File: config.mk
export PLATFORM = sky130hd
export DESIGN_NAME = instr_sequencer
export DESIGN_NICKNAME = d
export VERILOG_FILES = /design/src/rtl/instr_sequencer.sv
export SDC_FILE = /design/constraint.sdc
export NUM_CORES = 1
export LEC_CHECK = 0
export ABC_AREA = 1
export BUFFER_PORTS_ARGS = -buffer_cell sky130_fd_sc_hd__buf_2
export CORE_ASPECT_RATIO = 0.9
export CORE_UTILIZATION = 35
export CTS_CLUSTER_SIZE = 25
export DETAILED_ROUTE_END_ITERATION = 8
export GPL_TIMING_DRIVEN = 0
export PLACE_DENSITY = 0.67
export SYNTH_ARGS = -nofsm -noshare
export SYNTH_HDL_FRONTEND = slang
export SYNTH_SLANG_ARGS = --single-unit
File: constraint.sdc
create_clock -name clk -period 3.2 [get_ports clk]
set_input_delay 0.16 -clock clk [delete_from_list [all_inputs] [get_ports clk]]
set_output_delay 0.16 -clock clk [all_outputs]
set_load 0.005 [all_outputs]
File: src/rtl/instr_sequencer.sv
// Multi-cycle instruction sequencer: fetches, decodes and steps each instruction
// through FETCH/DECODE/EXEC/MEM, driving an external register file and memory bus.
module instr_sequencer #(
  parameter logic [15:0] RESET_PC = 16'h0000
) (
  input  logic        clk,
  input  logic        reset_btn,
  output logic        mem_req,
  output logic        mem_we,
  output logic [15:0] mem_addr,
  output logic [15:0] mem_wdata,
  input  logic [15:0] mem_rdata,
  input  logic        mem_ready,
  output logic [3:0]  reg_read_a,
  output logic [3:0]  reg_read_b,
  input  logic [15:0] reg_a_in,
  input  logic [15:0] reg_b_in,
  output logic [3:0]  reg_write,
  output logic        reg_we,
  output logic        wb_sel,
  output logic        imm_sel,
  output logic [15:0] imm,
  output logic [7:0]  alu_op,
  output logic [15:0] pc,
  output logic [15:0] ir,
  output logic        halted
);

  typedef enum logic [2:0] {
    S_FETCH,
    S_DECODE,
    S_EXEC,
    S_MEM,
    S_HALT
  } state_t;

  typedef enum logic [2:0] {
    C_RTYPE,
    C_ITYPE,
    C_LOAD,
    C_STOR,
    C_JUMP,
    C_NOP,
    C_HALT
  } iclass_t;

  state_t  state, state_nx;
  iclass_t cls;
  logic [15:0] pc_nx;
  logic        ir_ld, pc_ld;
  logic [3:0]  op, rdest, ext, rsrc;

  assign op    = ir[15:12];
  assign rdest = ir[11:8];
  assign ext   = ir[7:4];
  assign rsrc  = ir[3:0];

  assign imm       = {{8{ir[7]}}, ir[7:0]};
  assign mem_wdata = reg_a_in;

  always_comb begin
    cls = C_ITYPE;
    if (op == 4'b0000) begin
      cls = C_RTYPE;
    end else if (op == 4'b1111) begin
      cls = C_HALT;
    end else if (op == 4'b0100) begin
      case (ext)
        4'b0000: cls = C_LOAD;
        4'b0100: cls = C_STOR;
        4'b1100: cls = C_JUMP;
        default: cls = C_NOP;
      endcase
    end
  end

  always_ff @(posedge clk or negedge reset_btn) begin
    if (!reset_btn) begin
      state <= S_FETCH;
      pc    <= RESET_PC;
      ir    <= '0;
    end else begin
      state <= state_nx;
      if (ir_ld) ir <= mem_rdata;
      if (pc_ld) pc <= pc_nx;
    end
  end

  always_comb begin
    state_nx   = state;
    pc_nx      = pc;
    ir_ld      = 1'b0;
    pc_ld      = 1'b0;
    mem_req    = 1'b0;
    mem_we     = 1'b0;
    mem_addr   = pc;
    reg_read_a = '0;
    reg_read_b = '0;
    reg_write  = '0;
    reg_we     = 1'b0;
    wb_sel     = 1'b0;
    imm_sel    = 1'b0;
    alu_op     = '0;
    halted     = 1'b0;

    if (state != S_FETCH) begin
      reg_read_a = rdest;
      reg_read_b = rsrc;
    end

    case (state)
      S_FETCH: begin
        mem_req = 1'b1;
        if (mem_ready) begin
          ir_ld    = 1'b1;
          pc_ld    = 1'b1;
          pc_nx    = pc + 16'd1;
          state_nx = S_DECODE;
        end
      end
      S_DECODE: begin
        case (cls)
          C_RTYPE, C_ITYPE: state_nx = S_EXEC;
          C_LOAD, C_STOR:   state_nx = S_MEM;
          C_JUMP: begin
            pc_ld    = 1'b1;
            pc_nx    = reg_b_in;
            state_nx = S_FETCH;
          end
          C_HALT:  state_nx = S_HALT;
          default: state_nx = S_FETCH;
        endcase
      end
      S_EXEC: begin
        reg_we    = 1'b1;
        reg_write = rdest;
        if (cls == C_RTYPE) begin
          alu_op = {op, ext};
        end else begin
          alu_op  = {op, 4'b0000};
          imm_sel = 1'b1;
        end
        state_nx = S_FETCH;
      end
      S_MEM: begin
        mem_req  = 1'b1;
        mem_addr = reg_b_in;
        mem_we   = (cls == C_STOR);
        if (mem_ready) begin
          state_nx = S_FETCH;
          if (cls == C_LOAD) begin
            reg_we    = 1'b1;
            reg_write = rdest;
            wb_sel    = 1'b1;
          end
        end
      end
      S_HALT: halted = 1'b1;
      default: state_nx = S_FETCH;
    endcase

    // Strobes are gated by reset directly so an interrupted access (even a
    // STOR mid-wait) is dropped immediately, not at the next clock edge.
    if (!reset_btn) begin
      mem_req = 1'b0;
      mem_we  = 1'b0;
      reg_we  = 1'b0;
      wb_sel  = 1'b0;
      imm_sel = 1'b0;
      alu_op  = '0;
      halted  = 1'b0;
    end
  end

endmodule

After elaboration in Yosys (flattened, before gate mapping) --
Cells that the tools add are included.
Operators by class: reductions and logical operators 11, bitwise gates (word level) 1, equal/unequal tests 16, multiplexer cells 39, $add $sub $neg 1
Operator list (count):
- two-way mux 16 bit | 3
- case mux 16 bit (2 select lines) | 1
- two-way mux 4 bit | 5
- case mux 3 bit (3 select lines) | 2
- two-way mux 1 bit | 17
- adder 16 x 1 -> 16 bit, second input constant | 1
- two-way mux 8 bit | 2
- two-way mux 3 bit | 5
- == test 3 x 2 -> 1 bit, second input constant | 4
- case mux 3 bit (4 select lines) | 1
- == test 3 bit, second input constant | 3
- == test 4 x 3 -> 1 bit, second input constant | 2
- == test 4 bit, second input constant | 2
- zero test 4 bit | 2
- case mux 4 bit (2 select lines) | 1
- == test 3 x 1 -> 1 bit, second input constant | 2
- zero test 3 bit | 2
- OR reduction 2 bit | 3
- != test 2 bit, second input constant | 2
- case mux 1 bit (2 select lines) | 2
- AND reduction 4 bit | 1
- AND reduction 3 bit | 1
- nonzero test 3 bit | 1
- != test 2 x 1 -> 1 bit, second input constant | 1
- other kinds (2) | 2
Word-level totals: output and inout bits 106, register bits 35

Logic depth before layout (Yosys ltp) --
depth in word-level cells 10, mapped depth 10

Least setup slack after synthesis --
No wires, ideal clock.
path kind reg-to-reg, start register ir[7], end register pc[2], cell stages (with the launch flop) 9, required time 3.083 ns, buffers on the path 1, period minus slack after synthesis 1.514 ns, arrival time 1.397 ns, setup time 0.117 ns, setup slack 1.686 ns, cells stage by stage dfrtp_1 > inv_1 > nand2_1 > nor2_1 > nor2_1 > nand3_4 > buf_2 > nand3_1 > nand2_1
On the way: word-level cells in the longest chain between the ends 9, elaborated cells on any way between the ends 12, those cells by class eq/ne (4); mux (6); reduce/logical (2)
RTL lines:
- from (decl) | RTL line 25 | output logic [15:0] ir,
- from (signal assigned) | RTL line 84 | if (ir_ld) ir <= mem_rdata;
- == test 4 bit, or another cell as far along | RTL line 68 | case (ext)
- case mux 3 bit (3 select lines) (*) | RTL line 68
- two-way mux 3 bit (*) | RTL line 67 | end else if (op == 4'b0100) begin
- two-way mux 3 bit (*) | RTL line 65 | end else if (op == 4'b1111) begin
- two-way mux 3 bit (*) | RTL line 63 | if (op == 4'b0000) begin
- == test 3 bit (*) | RTL line 122 | case (cls)
- two-way mux 1 bit | RTL line 122
- case mux 1 bit (2 select lines) | RTL line 111 | case (state)
- AND reduction 4 bit (no line) (*)
- to (signal assigned) | RTL line 85 | if (pc_ld) pc <= pc_nx;
- to (decl) | RTL line 24 | output logic [15:0] pc,
Mark *: on every way between the ends. The rest lies on a longest branch, timed or not. A chain may end at the register's enable or synchronous reset.

Worst setup path in the final report --
start input reset_btn, end output alu_op[0]
On the way: word-level cells in the longest chain between the ends 1
RTL lines:
- from (decl) | RTL line 7 | input logic reset_btn,
- two-way mux 8 bit | RTL line 164 | if (!reset_btn) begin
- to (decl) | RTL line 23 | output logic [7:0] alu_op,
No other way between the ends.

==> out/summary.log <==
[placed_design] post-placement cell area 3460 um^2
[sta] unrepaired setup endpoints after global routing no
[logic_synthesis] area share of fa/ha/maj cells after synthesis 0.473%
[global_routing] maximum number of pins on one net before global-route repair 38
[sta] tightest slew margin relative to the limit 43.6%
[routing] Post-Route WL 8090 um
[min_path] number of instances on the worst hold path 2
[critical_path] Reg2Reg Setup Slack 1.45 ns
[logic_synthesis] top-area cell type share of the netlist area 33.1%
[placed_design] Final HPWL DP 6180 um
[floorplanning] die height 84.5 um
[cells_and_area] nets@finish 604
[floorplanning] placeable core area 7180 um^2
[power] maximum vdd ir drop 477 uV
[global_routing] Tot GR Track Use 20.5%
[floorplanning] Initial Utilization 36.9%
[logic_synthesis] XOR/XNOR Fraction of Synth Area 1.32%
[sta] fmax 0.430 GHz
[routing] Via-to-Cell Ratio 4.76
[logic_synthesis] top area cells in the synthesized netlist sky130_fd_sc_hd__dfrtp_1 33%, sky130_fd_sc_hd__nand2_1 18%, sky130_fd_sc_hd__buf_4 9.6%
[logic_synthesis] library cell with the largest summed area after synthesis sky130_fd_sc_hd__dfrtp_1
[logic_synthesis] Post-Syn Instances 404
[sta] pin slew with the least headroom to its limit 0.845 ns
[logic_synthesis] synthesized area divided by synthesized cell count 6.55 um^2
[cts] clock transition at the register clock pins on the worst setup and hold paths after CTS 0.07 ns
[cts] depth of the CTS H-tree 2
[sta] Clock Skew 0.00556 ns
[routing] final routed DRC violation total 0
[power] PwrDens 884 nW/um^2
[logic_synthesis] synthesized cell area 2650 um^2
[global_routing] number of antenna violations at the first check in global routing 0
[cts] Clk Latency, worst-skew pair 0.29 ns
[cts] post-cts gate resize count 0
[placed_design] number of I/O port buffers 140
[logic_synthesis] number of synthesized register bits 35
[critical_path] cell depth of the worst flop-to-flop path 9
[flow_run] total of max-cap violations 0
[cells_and_area] growth of design area from synthesis to finish 35.0%
[sta] Min Clock Period, post-route 2.32 ns
[cts] deepest clock path buffer count 2
[logic_synthesis] net count after synthesis 456
[logic_synthesis] share of synthesized area spent on multiplexers 1.28%
[sta] final hold viol count 0
[logic_synthesis] area fraction in compound gates after synthesis 9.92%
[logic_synthesis] number of distinct library cell variants in the gate-level netlist after synthesis 31
[critical_path] worst path arrival time 2.16 ns
[cells_and_area] diode insertion count for antenna repair 0
[status] status completed
[power] LEAKAGE 0.00199 uW
[sta] period utilization 72.6%
[critical_path] endpoint required time on the critical path 3.04 ns
[sta] accumulated negative setup slack 0 ns
[logic_synthesis] post-synthesis simple-gate area fraction 36.8%
[logic_synthesis] yosys synthesis warning count 0
[critical_path] CP endpoint kind primary output
[cells_and_area] fraction of final layout cells sized beyond drive strength 1 37.4%
[sta] setup violation total in the final timing report 0
[cts] # clock sinks 35
[floorplanning] Die X-Extent 93.7 um
[sta] count of final max-slew check failures 0
[cts] root cell of the clock tree sky130_fd_sc_hd__clkbuf_8
[critical_path] CP Max Fanout 37
[floorplanning] Std-Cell Rows 29
[cts] CTS tree built
[cts] number of buffers created by CTS 5
[logic_synthesis] sequential-to-total area share from yosys stat 33.1%
[global_routing] total global routing overflow 0
[floorplanning] overall die area 7920 um^2
[floorplanning] num ports 157
[critical_path] category of the most critical setup path in -> out
[min_path] Hold Path Class in -> reg
[routing] Starting DRT DRC Count 193
[cells_and_area] filler instances 757
[logic_synthesis] main combinational cell family by area after synthesis simple AND/OR/NAND/NOR gates
[placed_design] GP Congestion 0.834
[routing] number of routed nets with antenna violations 0
[global_routing] global-route wire length before repair 12800 um
[power] post-route total power 3160 uW
[cells_and_area] fin area 3570 um^2
[routing] Routed WL per cell 12.5 um
[routing] number of search-and-repair iterations in the first detailed-routing pass 4
[critical_path] Critical Path Source Type input port
[global_routing] via count of the first global-routing pass 2788
[routing] DR vias 3075
## layout by cell type, fill, tap and decap left out, types with 2 or more instances in the layout
cell type	n
sky130_fd_sc_hd__xor2_1	2
sky130_fd_sc_hd__a21oi_1	20
sky130_fd_sc_hd__xnor2_1	2
sky130_fd_sc_hd__clkbuf_1	3
sky130_fd_sc_hd__a31oi_1	3
sky130_fd_sc_hd__nor2_1	51
sky130_fd_sc_hd__inv_2	6
sky130_fd_sc_hd__nor3b_1	3
sky130_fd_sc_hd__dfrtp_1	35
sky130_fd_sc_hd__nor3_1	4
sky130_fd_sc_hd__nand3_1	29
sky130_fd_sc_hd__inv_1	31
sky130_fd_sc_hd__mux2_2	2
sky130_fd_sc_hd__o21ai_0	27
sky130_fd_sc_hd__nand2_1	127
sky130_fd_sc_hd__buf_2	148
sky130_fd_sc_hd__clkbuf_8	7
sky130_fd_sc_hd__nand4_1	5
sky130_fd_sc_hd__buf_4	34
## routing by layer
metal	part of all wire [%]	GRT usage [%]
met1	45	27.4
met2	44	32.6
met3	9.2	4.71
met4	1.4	6.85
met5	0	0
## power breakdown
group	switching (uW)	total [uW]	internal, uW
combinational	1030	1890	858
sequential	269	914	645
clock	165	362	197
## final cells by class
type | count | area, um^2 | share of cell area (%)
multi-input cells | 287 | 1320 | 36.9
flip-flops and latches | 35 | 876 | 24.5
repair buffers | 141 | 711 | 19.9
plain buffers | 45 | 314 | 8.79
inverters | 37 | 139 | 3.89
well taps | 93 | 116 | 3.26
clock buffers | 8 | 100 | 2.80
## worst max-delay path, stage by stage
cell                            delay (ns)
sky130_fd_sc_hd__dlygate4sd3_1        0.52
sky130_fd_sc_hd__buf_2                0.66
sky130_fd_sc_hd__nand2_1              0.40
sky130_fd_sc_hd__nor3b_1              0.26
sky130_fd_sc_hd__buf_2                0.14
## stage by stage
stage               std cells  setup slack [ns]  hold WS, ns  utilization [%]
floorplan                 404              1.69       -0.136                -
global placement          637              1.36        0.297             48.2
detailed placement        637              1.35        0.305             48.2
CTS                       646             0.802       0.0764             49.8
global route              646             0.565       0.0891             49.8
finish                    646             0.875       0.0738             49.8
## sequential cells by signal, summed over array words and instances (netlist names)
signal  flops
ir         16
pc         16
state       3
## cells by family (layout without fill, tap and decap cells)
| group | after synthesis | after routing |
|---|---|---|
| buffers and inverters | 82 | 231 |
| muxes | 3 | 3 |
| and+or+nand+nor | 228 | 228 |
| DFF | 35 | 35 |
| adders and majority gates | 1 | 1 |
| xor gates and xnor gates | 4 | 4 |
| AOI/OAI and AO/OA | 51 | 51 |
## timing repair
action / in CTS / in global routing
hold endpoints to repair: 5 / 0
hold buffers: 1 / 0
buffers inserted: 0 / 0
## cell usage after synthesis
cell type / n
sky130_fd_sc_hd__nand3b_1: 1
sky130_fd_sc_hd__nand2_4: 1
sky130_fd_sc_hd__buf_4: 34
sky130_fd_sc_hd__nand4_1: 5
sky130_fd_sc_hd__ha_1: 1
sky130_fd_sc_hd__mux2_2: 2
sky130_fd_sc_hd__xnor2_1: 2
sky130_fd_sc_hd__a31oi_1: 3
sky130_fd_sc_hd__dfrtp_1: 35
sky130_fd_sc_hd__nor3_2: 1
sky130_fd_sc_hd__inv_1: 31
sky130_fd_sc_hd__nand2_2: 1
sky130_fd_sc_hd__nand3_4: 1
sky130_fd_sc_hd__nand4_2: 1
sky130_fd_sc_hd__buf_6: 1
sky130_fd_sc_hd__clkbuf_1: 2
sky130_fd_sc_hd__inv_2: 6
sky130_fd_sc_hd__buf_2: 8
sky130_fd_sc_hd__a21oi_1: 20
sky130_fd_sc_hd__nor2_2: 1
sky130_fd_sc_hd__o21ai_0: 27
sky130_fd_sc_hd__or2_2: 1
sky130_fd_sc_hd__nor3b_1: 3
sky130_fd_sc_hd__mux2_1: 1
sky130_fd_sc_hd__nor3_1: 4
sky130_fd_sc_hd__nor2_1: 51
sky130_fd_sc_hd__xor2_1: 2
sky130_fd_sc_hd__a21oi_2: 1
sky130_fd_sc_hd__nand3_2: 1
sky130_fd_sc_hd__nand3_1: 29
sky130_fd_sc_hd__nand2_1: 127
## path summary, 6_finish.rpt
check / endpoint / startpoint
worst min-delay path: ir[6] / mem_rdata[6]
max in group asynchronous: ir[9] / reset_btn
worst min register to register: ir[1] / ir[1]
worst max register to register: pc[1] / ir[7]
min in group asynchronous: pc[12] / reset_btn
worst max-delay path: alu_op[0] / reset_btn
(Power assumes the default switching activity.)
